[config.mk]
export PLATFORM = sky130hd
export DESIGN_NAME = disp_scan_mux_flat
export DESIGN_NICKNAME = d
export VERILOG_FILES = /design/src/rtl/disp_scan_mux_if.sv /design/src/rtl/disp_scan_mux.sv /design/src/flat_wrapper.sv
export SDC_FILE = /design/constraint.sdc
export NUM_CORES = 1
export LEC_CHECK = 0
export BUFFER_PORTS_ARGS = -buffer_cell sky130_fd_sc_hd__clkbuf_2
export CAP_MARGIN = 15
export CORE_MARGIN = 2
export CORE_UTILIZATION = 45
export CTS_CLUSTER_SIZE = 28
export DETAILED_ROUTE_END_ITERATION = 7
export SLEW_MARGIN = 10
export SYNTH_ARGS = -nofsm -noshare
export SYNTH_HDL_FRONTEND = slang
export SYNTH_SLANG_ARGS = --single-unit
[constraint.sdc]
create_clock -name clk -period 7.6 [get_ports clk]
set_input_delay 0.76 -clock clk [delete_from_list [all_inputs] [get_ports clk]]
set_output_delay 0.76 -clock clk [all_outputs]
set_load 0.05 [all_outputs]
[src/rtl/disp_scan_mux_if.sv]
// Bus bundle for the four-digit scan driver: load/value/blanking in,
// selected nibble, anode enables and frame pulse out.
interface disp_scan_mux_if;
    logic        load;
    logic [15:0] value;
    logic        blank_lz;
    logic        N3;
    logic        N2;
    logic        N1;
    logic        N0;
    logic [3:0]  AN;
    logic        frame;

    modport master (
        output load, value, blank_lz,
        input  N3, N2, N1, N0, AN, frame
    );

    modport slave (
        input  load, value, blank_lz,
        output N3, N2, N1, N0, AN, frame
    );
endinterface

[src/rtl/disp_scan_mux.sv]
// Time-multiplexed scan driver for a 4-digit common-anode display with
// frame-aligned double buffering and leading-zero blanking.
module disp_scan_mux #(
    parameter int unsigned PRESCALE = 50000,
    parameter int unsigned BLANK    = 2
) (
    input logic            clk,
    input logic            rst_n,
    disp_scan_mux_if.slave bus
);
    localparam int unsigned      CntW     = (PRESCALE > 1) ? $clog2(PRESCALE) : 1;
    localparam logic [CntW-1:0] CntLast  = CntW'(PRESCALE - 1);
    localparam logic [CntW-1:0] CntBlank = CntW'(BLANK);

    logic [CntW-1:0] cnt_q, cnt_d;
    logic [1:0]      idx_q, idx_d;
    logic [15:0]     active_q, active_d;
    logic [15:0]     shadow_q, shadow_d;
    logic            pending_q, pending_d;
    logic [3:0]      nib_q, nib_d;
    logic [3:0]      an_q, an_d;
    logic            frame_q;
    logic            terminal, wrap, upper_zero;

    always_comb begin
        terminal  = (cnt_q == CntLast);
        wrap      = terminal && (idx_q == 2'd3);
        cnt_d     = terminal ? '0 : cnt_q + CntW'(1);
        idx_d     = terminal ? idx_q + 2'd1 : idx_q;
        shadow_d  = shadow_q;
        pending_d = pending_q;
        active_d  = active_q;

        if (bus.load) begin
            shadow_d  = bus.value;
            pending_d = 1'b1;
        end
        // A load coinciding with the wrap edge bypasses the shadow.
        if (wrap) begin
            if (bus.load) begin
                active_d  = bus.value;
                pending_d = 1'b0;
            end else if (pending_q) begin
                active_d  = shadow_q;
                pending_d = 1'b0;
            end
        end

        // Outputs are a function of the post-edge state.
        nib_d = active_d[{idx_d, 2'b00} +: 4];
        case (idx_d)
            2'd1:    upper_zero = (active_d[15:4] == 12'h000);
            2'd2:    upper_zero = (active_d[15:8] == 8'h00);
            2'd3:    upper_zero = (active_d[15:12] == 4'h0);
            default: upper_zero = 1'b0;
        endcase

        if ((cnt_d < CntBlank) || (bus.blank_lz && upper_zero)) begin
            an_d = 4'hF;
        end else begin
            an_d = ~(4'b0001 << idx_d);
        end
    end

    always_ff @(posedge clk or negedge rst_n) begin
        if (!rst_n) begin
            cnt_q     <= '0;
            idx_q     <= 2'd0;
            active_q  <= 16'h0000;
            shadow_q  <= 16'h0000;
            pending_q <= 1'b0;
            nib_q     <= 4'h0;
            an_q      <= 4'hF;
            frame_q   <= 1'b0;
        end else begin
            cnt_q     <= cnt_d;
            idx_q     <= idx_d;
            active_q  <= active_d;
            shadow_q  <= shadow_d;
            pending_q <= pending_d;
            nib_q     <= nib_d;
            an_q      <= an_d;
            frame_q   <= wrap;
        end
    end

    assign bus.N3    = nib_q[3];
    assign bus.N2    = nib_q[2];
    assign bus.N1    = nib_q[1];
    assign bus.N0    = nib_q[0];
    assign bus.AN    = an_q;
    assign bus.frame = frame_q;
endmodule

[src/flat_wrapper.sv]
// flat-port wrapper written by rule: the top's interface ports become plain ports
module disp_scan_mux_flat 
#(
    parameter int unsigned PRESCALE = 50000,
    parameter int unsigned BLANK    = 2
)
  (clk, rst_n, bus_load, bus_value, bus_blank_lz, bus_N3, bus_N2, bus_N1, bus_N0, bus_AN, bus_frame);
  disp_scan_mux_if bus_i ();
  input logic clk;
  input logic rst_n;
  input wire logic [$bits(bus_i.load)-1:0] bus_load;
  input wire logic [$bits(bus_i.value)-1:0] bus_value;
  input wire logic [$bits(bus_i.blank_lz)-1:0] bus_blank_lz;
  output wire logic [$bits(bus_i.N3)-1:0] bus_N3;
  output wire logic [$bits(bus_i.N2)-1:0] bus_N2;
  output wire logic [$bits(bus_i.N1)-1:0] bus_N1;
  output wire logic [$bits(bus_i.N0)-1:0] bus_N0;
  output wire logic [$bits(bus_i.AN)-1:0] bus_AN;
  output wire logic [$bits(bus_i.frame)-1:0] bus_frame;
  assign bus_i.load = bus_load;
  assign bus_i.value = bus_value;
  assign bus_i.blank_lz = bus_blank_lz;
  assign bus_N3 = bus_i.N3;
  assign bus_N2 = bus_i.N2;
  assign bus_N1 = bus_i.N1;
  assign bus_N0 = bus_i.N0;
  assign bus_AN = bus_i.AN;
  assign bus_frame = bus_i.frame;
  disp_scan_mux #(.PRESCALE(PRESCALE), .BLANK(BLANK)) u_core (.clk(clk), .rst_n(rst_n), .bus(bus_i));
endmodule
==> flow_summary.yaml, run 1 <==
yosys:
  ys_ff_latch: 60
  synth_area_leaders: "dfrtp_1, mux2i_1, mux2_2"
  synth_area_per_cell_um2: 10.8
  ys_seq_area_frac: 0.526
  synth-edff-count: 0
  async_flop_share: 1.00
  netlist_area_mm2: 0.00286
  synth_area_leader_cell: "dfrtp_1"
  synth_flop_cell: "dfrtp_1"
  synth_top_area_share: 0.490
  yosysWarnings: 0
  syn_nets: 287
  synth_cells: 265
  synth_cell_types: 44
setup_path:
  endpoint_kind: "flop"
  critPathSlowestCell: "nor3_2"
  reg2reg_depth: 7
  r2r_end: "u_core.bus.AN[1]$_DFF_PN1_"
  path_cells: "or3_1 > nor3_2 > nand3_1 > mux2_2 > nand2_1 > or4b_1 > o21ai_1"
  worstSetupPathType: "flop to flop"
  r2r_slack_ns: 4.54
  critPathMaxFanout: 9
  cp.depth: 7
  crit_path_start_kind: "flop"
  cp_top_family: "simple AND/OR/NAND/NOR gates"
  critical_path_buf_inv_count: 0
  worst_ep_arrival_time_ns: 3.32
  setup.worst_path.end: "u_core.bus.AN[1]$_DFF_PN1_"
  critPathMaxStageDelay_ns: 0.51
  crit_start: "u_core.cnt_q[12]$_DFF_PN0_"
  required_ns: 7.86
  r2r_start: "u_core.cnt_q[12]$_DFF_PN0_"
placed_design:
  port_buffers: 28
  gp_congestion: 0.838
  place_hpwl_mm: 4.10
timing:
  clock_skew_ns: 0.00939
  grt_setup_unrepaired: "no"
  fin_crit_ns: 3.06
  finalHoldViolCount: 0
  setup-tns-final_ns: 0
  slew_viol_final: 0
  setup_violations: 0
  period_share: 0.403
  relSlewSlack: 0.413
  worst_slew_pin_slew_ns: 0.874
  timing.fmax_ghz: 0.326
run_status:
  status: "finished, final reports clean"
final_layout:
  syn_to_final_growth_pct: 13.6
  drive_gt1_frac: 0.238
  diodes: 0
  final_cell_mix: "dfrtp_1, clkbuf_2, nor2_1, mux2i_1, mux2_2"
  final_common_cell: "dfrtp_1"
  final_nets: 315
  finalCoreUtilization: 0.521
power_and_ir_drop:
  pwr-share-seq: 0.519
  p_leak_nw: 1.51
  p_sw_frac: 0.229
  clockPowerShare: 0.433
  p_sw_uw: 146
  peakVddDrop_v: 0.000118
  powerDensity_mw_per_mm2: 196
  combPwrFrac: 0.048
  power.internal_uw: 490
detailed_routing:
  ant_nets: 0
  wl_per_cell_um: 15.7
  drtPass1Iterations: 4
  routed_wl_mm: 5.88
  viasPerCell: 5.44
  vias: 2040
  drt_iter0_markers: 220
  post-route-drc-count: 0
die:
  die_w_um: 83.8
  die_h_um: 83.8
  rows: 29
  core_area_mm2: 0.00624
  initial_core_util: 0.459
  dieArea_mm2: 0.00702
  ioPinCount: 29
clock_tree:
  cts_resized: 0
  clockRootBuffer: "clkbuf_8"
  holdBufCountCts: 0
  cts.sinks: 60
  postCtsSetupRepairBufs: 0
  ctsLongestPathBuffers: 2
  worst_skew_pair.late_latency_ns: 0.33
  cts_tree: "done"
  h-tree-depth: 3
  cts_buffers: 9
  cts.clk_slew.worst_paths_ns: 0.07
worst_hold_path:
  min_path_type: "flop to flop"
global_routing:
  grt_pass1_wl_mm: 9.93
  gr-total-overflow: 0
  grt_pass1_vias: 1982
  antenna_found_initial: 0
  grt_max_degree: 61
  grt_usage: 0.182
job:
  maxCapViolCount: 0
-- layout make-up --
| cell class | instances | area, um2 |
|---|---|---|
| Clock buffer | 10 | 128 |
| Clock inverter | 6 | 65.1 |
| Fill cell | 591 | 2990 |
| Inverter | 12 | 45.0 |
| Multi-Input combinational cell | 181 | 1260 |
| Sequential cell | 60 | 1510 |
| Tap cell | 77 | 96.3 |
| Timing Repair Buffer | 29 | 148 |
-- through the flow --
stage | hold slack (ns) | total power [mW] | setup slack, ns | instances | instance area [um2]
after global routing | 0.517 | 0.667 | 4.31 | 375 | 3250
after floorplan | 0.464 | 0.351 | 4.87 | 265 | 2860
final | 0.498 | 0.636 | 4.54 | 375 | 3250
after CTS | 0.504 | 0.645 | 4.49 | 375 | 3250
after global placement | 0.482 | 0.366 | 4.49 | 359 | 3060
after detailed placement | 0.485 | 0.367 | 4.39 | 359 | 3060
-- registers in the layout, summed over array words and instances (netlist names) --
signal / cells
u_core.bus.frame: 1
u_core.pending_q: 1
u_core.nib_q: 4
u_core.idx_q: 2
u_core.bus.AN: 4
u_core.active_q: 16
u_core.cnt_q: 16
u_core.shadow_q: 16
-- layer usage --
| layer | global-route usage | up-vias | routed length (um) |
|---|---|---|---|
| li1 | - | 1005 | - |
| met3 | 0.0544 | 2 | 255 |
| met4 | 0.0704 | 0 | 30 |
| met5 | 0 | - | 0 |
| met1 | 0.274 | 986 | 3020 |
| met2 | 0.245 | 47 | 2570 |
-- synth_stat cells (all sizes together), types with 7 or more instances --
| library cell | instances |
|---|---|
| dfrtp | 56 |
| nor2 | 26 |
| mux2i | 20 |
| mux2 | 17 |
| a21oi | 15 |
| nand2 | 14 |
| nand3 | 13 |
| inv | 12 |
| clkbuf | 10 |
| xor2 | 10 |
| nor3 | 8 |
| a31oi | 7 |
| o21ai | 7 |
-- cells by family after synthesis --
family,synth area share
AOI/OAI and AO/OA,0.0896
xor gates and xnor gates,0.0428
adders and majority gates,0.00874
buffers and inverters,0.0319
DFF,0.526
muxes,0.137
and+or+nand+nor,0.164
-- how the worst min path moves through the flow --
| stage | slack, ns | end | cells past startpoint | start |
|---|---|---|---|---|
| 2_1_floorplan | 0.46 | u_core.active_q[0]$_DFF_PN0_ | 0 | rst_n |
| 3_3_place_gp | 0.48 | u_core.active_q[1]$_DFF_PN0_ | 1 | u_core.active_q[1]$_DFF_PN0_ |
| 3_5_place_dp | 0.48 | u_core.active_q[2]$_DFF_PN0_ | 1 | u_core.active_q[2]$_DFF_PN0_ |
| 4_1_cts | 0.50 | u_core.active_q[0]$_DFF_PN0_ | 1 | u_core.active_q[0]$_DFF_PN0_ |
| 5_1_grt | 0.52 | u_core.shadow_q[0]$_DFFE_PN0P_ | 1 | u_core.shadow_q[0]$_DFFE_PN0P_ |
| 6_report | 0.50 | u_core.active_q[0]$_DFF_PN0_ | 1 | u_core.active_q[0]$_DFF_PN0_ |
-- power by group through the flow --
| stage | combinational (mW) | sequential, mW | clock, mW |
|---|---|---|---|
| detailed placement | 0.0315 | 0.336 | 0 |
| finish | 0.0307 | 0.330 | 0.276 |
| floorplan | 0.0163 | 0.335 | 0 |
| global route | 0.0356 | 0.330 | 0.301 |
| CTS | 0.0315 | 0.330 | 0.284 |
| global placement | 0.0309 | 0.335 | 0 |
-- worst reg2reg max path, cell delays in order (launching register included) --
cell and delay (ns):
dfrtp_1 0.45, or3_1 0.50, nor3_2 0.51, nand3_1 0.51, mux2_2 0.36, nand2_1 0.07
or4b_1 0.46, o21ai_1 0.14
Note: power is estimated with default switching activity, not from simulation.
==> run 2: changes to the inputs <==
--- a/config.mk
+++ b/config.mk
@@ -5,6 +5,7 @@
 export SDC_FILE = /design/constraint.sdc
 export NUM_CORES = 1
 export LEC_CHECK = 0
+export ABC_AREA = 1
 export BUFFER_PORTS_ARGS = -buffer_cell sky130_fd_sc_hd__clkbuf_2
 export CAP_MARGIN = 15
 export CORE_MARGIN = 2
==> constraint.sdc (replaced) <==
create_clock -name clk -period 3 [get_ports clk]
set_input_delay 0.3 -clock clk [delete_from_list [all_inputs] [get_ports clk]]
set_output_delay 0.3 -clock clk [all_outputs]
set_load 0.05 [all_outputs]
==> run 2 against run 1 <==
Synthesized cell count increased by 48%. Routed wire length is 18% higher. Critical endpoint is now u_core.nib_q[1]$_DFF_PN0_. Highest routed layer unchanged. Die area is 8.2% higher.
==> flow_summary.yaml, run 2 <==
timing:
  period_share: 0.678
  setup_violations: 0
  finalHoldViolCount: 0
  slew_viol_final: 0
  setup-tns-final_ns: 0
  grt_setup_unrepaired: "no"
  clock_skew_ns: 0.00725
  relSlewSlack: 0.588
  worst_slew_pin_slew_ns: 0.618
  fin_crit_ns: 2.03
  timing.fmax_ghz: 0.492
power_and_ir_drop:
  power.internal_mw: 1.22
  p_sw_uw: 379
  p_leak_nw: 1.87
  clockPowerShare: 0.427
  powerDensity_mw_per_mm2: 455
  p_sw_frac: 0.236
  peakVddDrop_v: 0.000427
  combPwrFrac: 0.051
  pwr-share-seq: 0.521
final_layout:
  final_area_mm2: 0.00352
  final_nets: 449
  final_common_cell: "nand2_1"
  drive_gt1_frac: 0.218
  top_regs: "u_core.active_q (16), u_core.cnt_q (16), u_core.shadow_q (16)"
  diodes: 0
  layout.cells.non_filler: 512
  syn_to_final_growth_pct: 13.3
  final_cell_mix: "nand2_1, dfrtp_1, inv_1, clkbuf_2, nor2_1"
yosys:
  synth_cells: 392
  synth.most_common_cell: "nand2_1"
  synth_flop_cell: "dfrtp_1"
  async_flop_share: 1.00
  netlist_area_mm2: 0.00311
  ys_ff_latch: 60
  ys_seq_area_frac: 0.485
  synth_commonest_cells: "nand2_1, dfrtp_1, inv_1"
  synth-edff-count: 0
  synth_area_per_cell_um2: 7.93
  synth_cell_types: 28
  syn_nets: 414
  synth_area_leader_cell: "dfrtp_1"
  yosysWarnings: 0
  synth_top_area_share: 0.451
  synth_area_leaders: "dfrtp_1, nand2_1, inv_1"
clock_tree:
  holdBufCountCts: 1
  cts_resized: 0
  clockRootBuffer: "clkbuf_8"
  postCtsSetupRepairBufs: 0
  cts.clk_slew.worst_paths_ns: 0.07
  cts_tree: "done"
  ctsLongestPathBuffers: 2
  h-tree-depth: 3
  cts_buffers: 9
  worst_skew_pair.late_latency_ns: 0.33
  cts.sinks: 60
detailed_routing:
  drt_iter0_markers: 90
  vias: 2516
  routed_wl_mm: 6.91
  drtPass1Iterations: 5
  wl_per_cell_um: 13.5
  post-route-drc-count: 0
  viasPerCell: 4.91
  ant_nets: 0
job:
  maxCapViolCount: 0
worst_hold_path:
  holdPathStages: 3
  hp-start: "bus_value[7]"
  min_path_type: "input port to flop"
  min_to: "u_core.shadow_q[7]$_DFFE_PN0P_"
setup_path:
  crit_path_start_kind: "flop"
  reg2reg_depth: 9
  r2r_end: "u_core.nib_q[1]$_DFF_PN0_"
  r2r_slack_ns: 0.97
  endpoint_kind: "flop"
  worstSetupPathType: "flop to flop"
  critPathMaxFanout: 11
  required_ns: 3.27
  r2r_start: "u_core.cnt_q[0]$_DFF_PN0_"
  worst_ep_arrival_time_ns: 2.30
global_routing:
  grt_max_degree: 38
  grt_pass1_wl_mm: 12.1
  antenna_found_initial: 0
  grt_usage: 0.209
  grt_pass1_vias: 2552
  gr-total-overflow: 0
placed_design:
  port_buffers: 28
  placed_area_mm2: 0.00332
  dp_cells: 495
  gp_congestion: 0.862
  place_hpwl_mm: 4.98
die:
  dieArea_mm2: 0.00759
  rows: 30
  initial_core_util: 0.460
  die_h_um: 87.1
  core_area_mm2: 0.00676
  die_w_um: 87.1
  ioPinCount: 29
run_status:
  status: "finished, final reports clean"
-- run 2: cell count changes after synthesis, sizes merged, moves of 7 or more --
cell	before	now
nand2	14	158
nand3	13	29
a21oi	15	1
nor2	26	40
mux2	17	0
mux2i	20	0
o21ai	7	23
clkbuf	10	3
inv	12	45
a31oi	7	0
xor2	10	3
-- run 2: worst max-delay path by stage --
stage	startpoint	endpoint
floorplan	u_core.cnt_q[0]$_DFF_PN0_	u_core.nib_q[3]$_DFF_PN0_
global placement	bus_load	u_core.bus.AN[1]$_DFF_PN1_
detailed placement	bus_load	u_core.bus.AN[3]$_DFF_PN1_
CTS	u_core.cnt_q[0]$_DFF_PN0_	u_core.nib_q[1]$_DFF_PN0_
global route	u_core.cnt_q[0]$_DFF_PN0_	u_core.nib_q[0]$_DFF_PN0_
finish	u_core.cnt_q[0]$_DFF_PN0_	u_core.nib_q[1]$_DFF_PN0_
-- run 2: per-stage QoR --
step / hold WS, ns / power [mW] / util / setup slack, ns
after floorplan: 0.00441 / 0.894 / - / 1.31
after global placement: 0.351 / 0.933 / 0.492 / 0.986
after detailed placement: 0.348 / 0.935 / 0.492 / 0.943
after CTS: 0.178 / 1.63 / 0.521 / 0.945
after global routing: 0.183 / 1.68 / 0.521 / 0.684
final: 0.191 / 1.60 / 0.521 / 0.967
-- run 2: worst max-delay path: stages, from the launching register on --
cell	delay, ns
dfrtp_1	0.37
ha_1	0.22
nand3_2	0.13
nor2_4	0.19
nand2_2	0.22
nor2_1	0.23
nor2_4	0.08
nor2_1	0.29
a22oi_1	0.16
nand2_1	0.09
-- run 2: kinds of logic (layout without fill, tap and decap cells) --
group,after synthesis,count (layout),share of synthesized area
AOI/OAI and AO/OA,35,35,0.0652
adders and majority gates,2,2,0.00805
xor gates and xnor gates,3,3,0.00845
buffers and inverters,53,93,0.0700
DFF,60,60,0.485
and+or+nand+nor,239,239,0.364
-- run 2: metal layers --
layer	vias to the layer above	share of wire	GRT usage
met2	41	0.50	0.353
met1	1173	0.46	0.259
met3	10	0.030	0.0521
met5	-	0	0
met4	0	0.014	0.0741
li1	1292	-	-
-- run 2: power by group through the flow --
stage	sequential [mW]	combinational (mW)	clock, mW
5_1_grt	0.838	0.0964	0.748
3_3_place_gp	0.851	0.0826	0
6_report	0.836	0.0825	0.685
2_1_floorplan	0.849	0.0444	0
4_1_cts	0.836	0.0853	0.709
3_5_place_dp	0.850	0.0842	0
-- run 2: cell type report --
| class | instances | area, um2 |
|---|---|---|
| Clock buffer | 13 | 169 |
| Clock inverter | 3 | 20.0 |
| Inverter | 45 | 169 |
| Sequential cell | 60 | 1510 |
| Fill cell | 650 | 3230 |
| Tap cell | 80 | 100 |
| Timing Repair Buffer | 32 | 173 |
| Multi-Input combinational cell | 279 | 1390 |
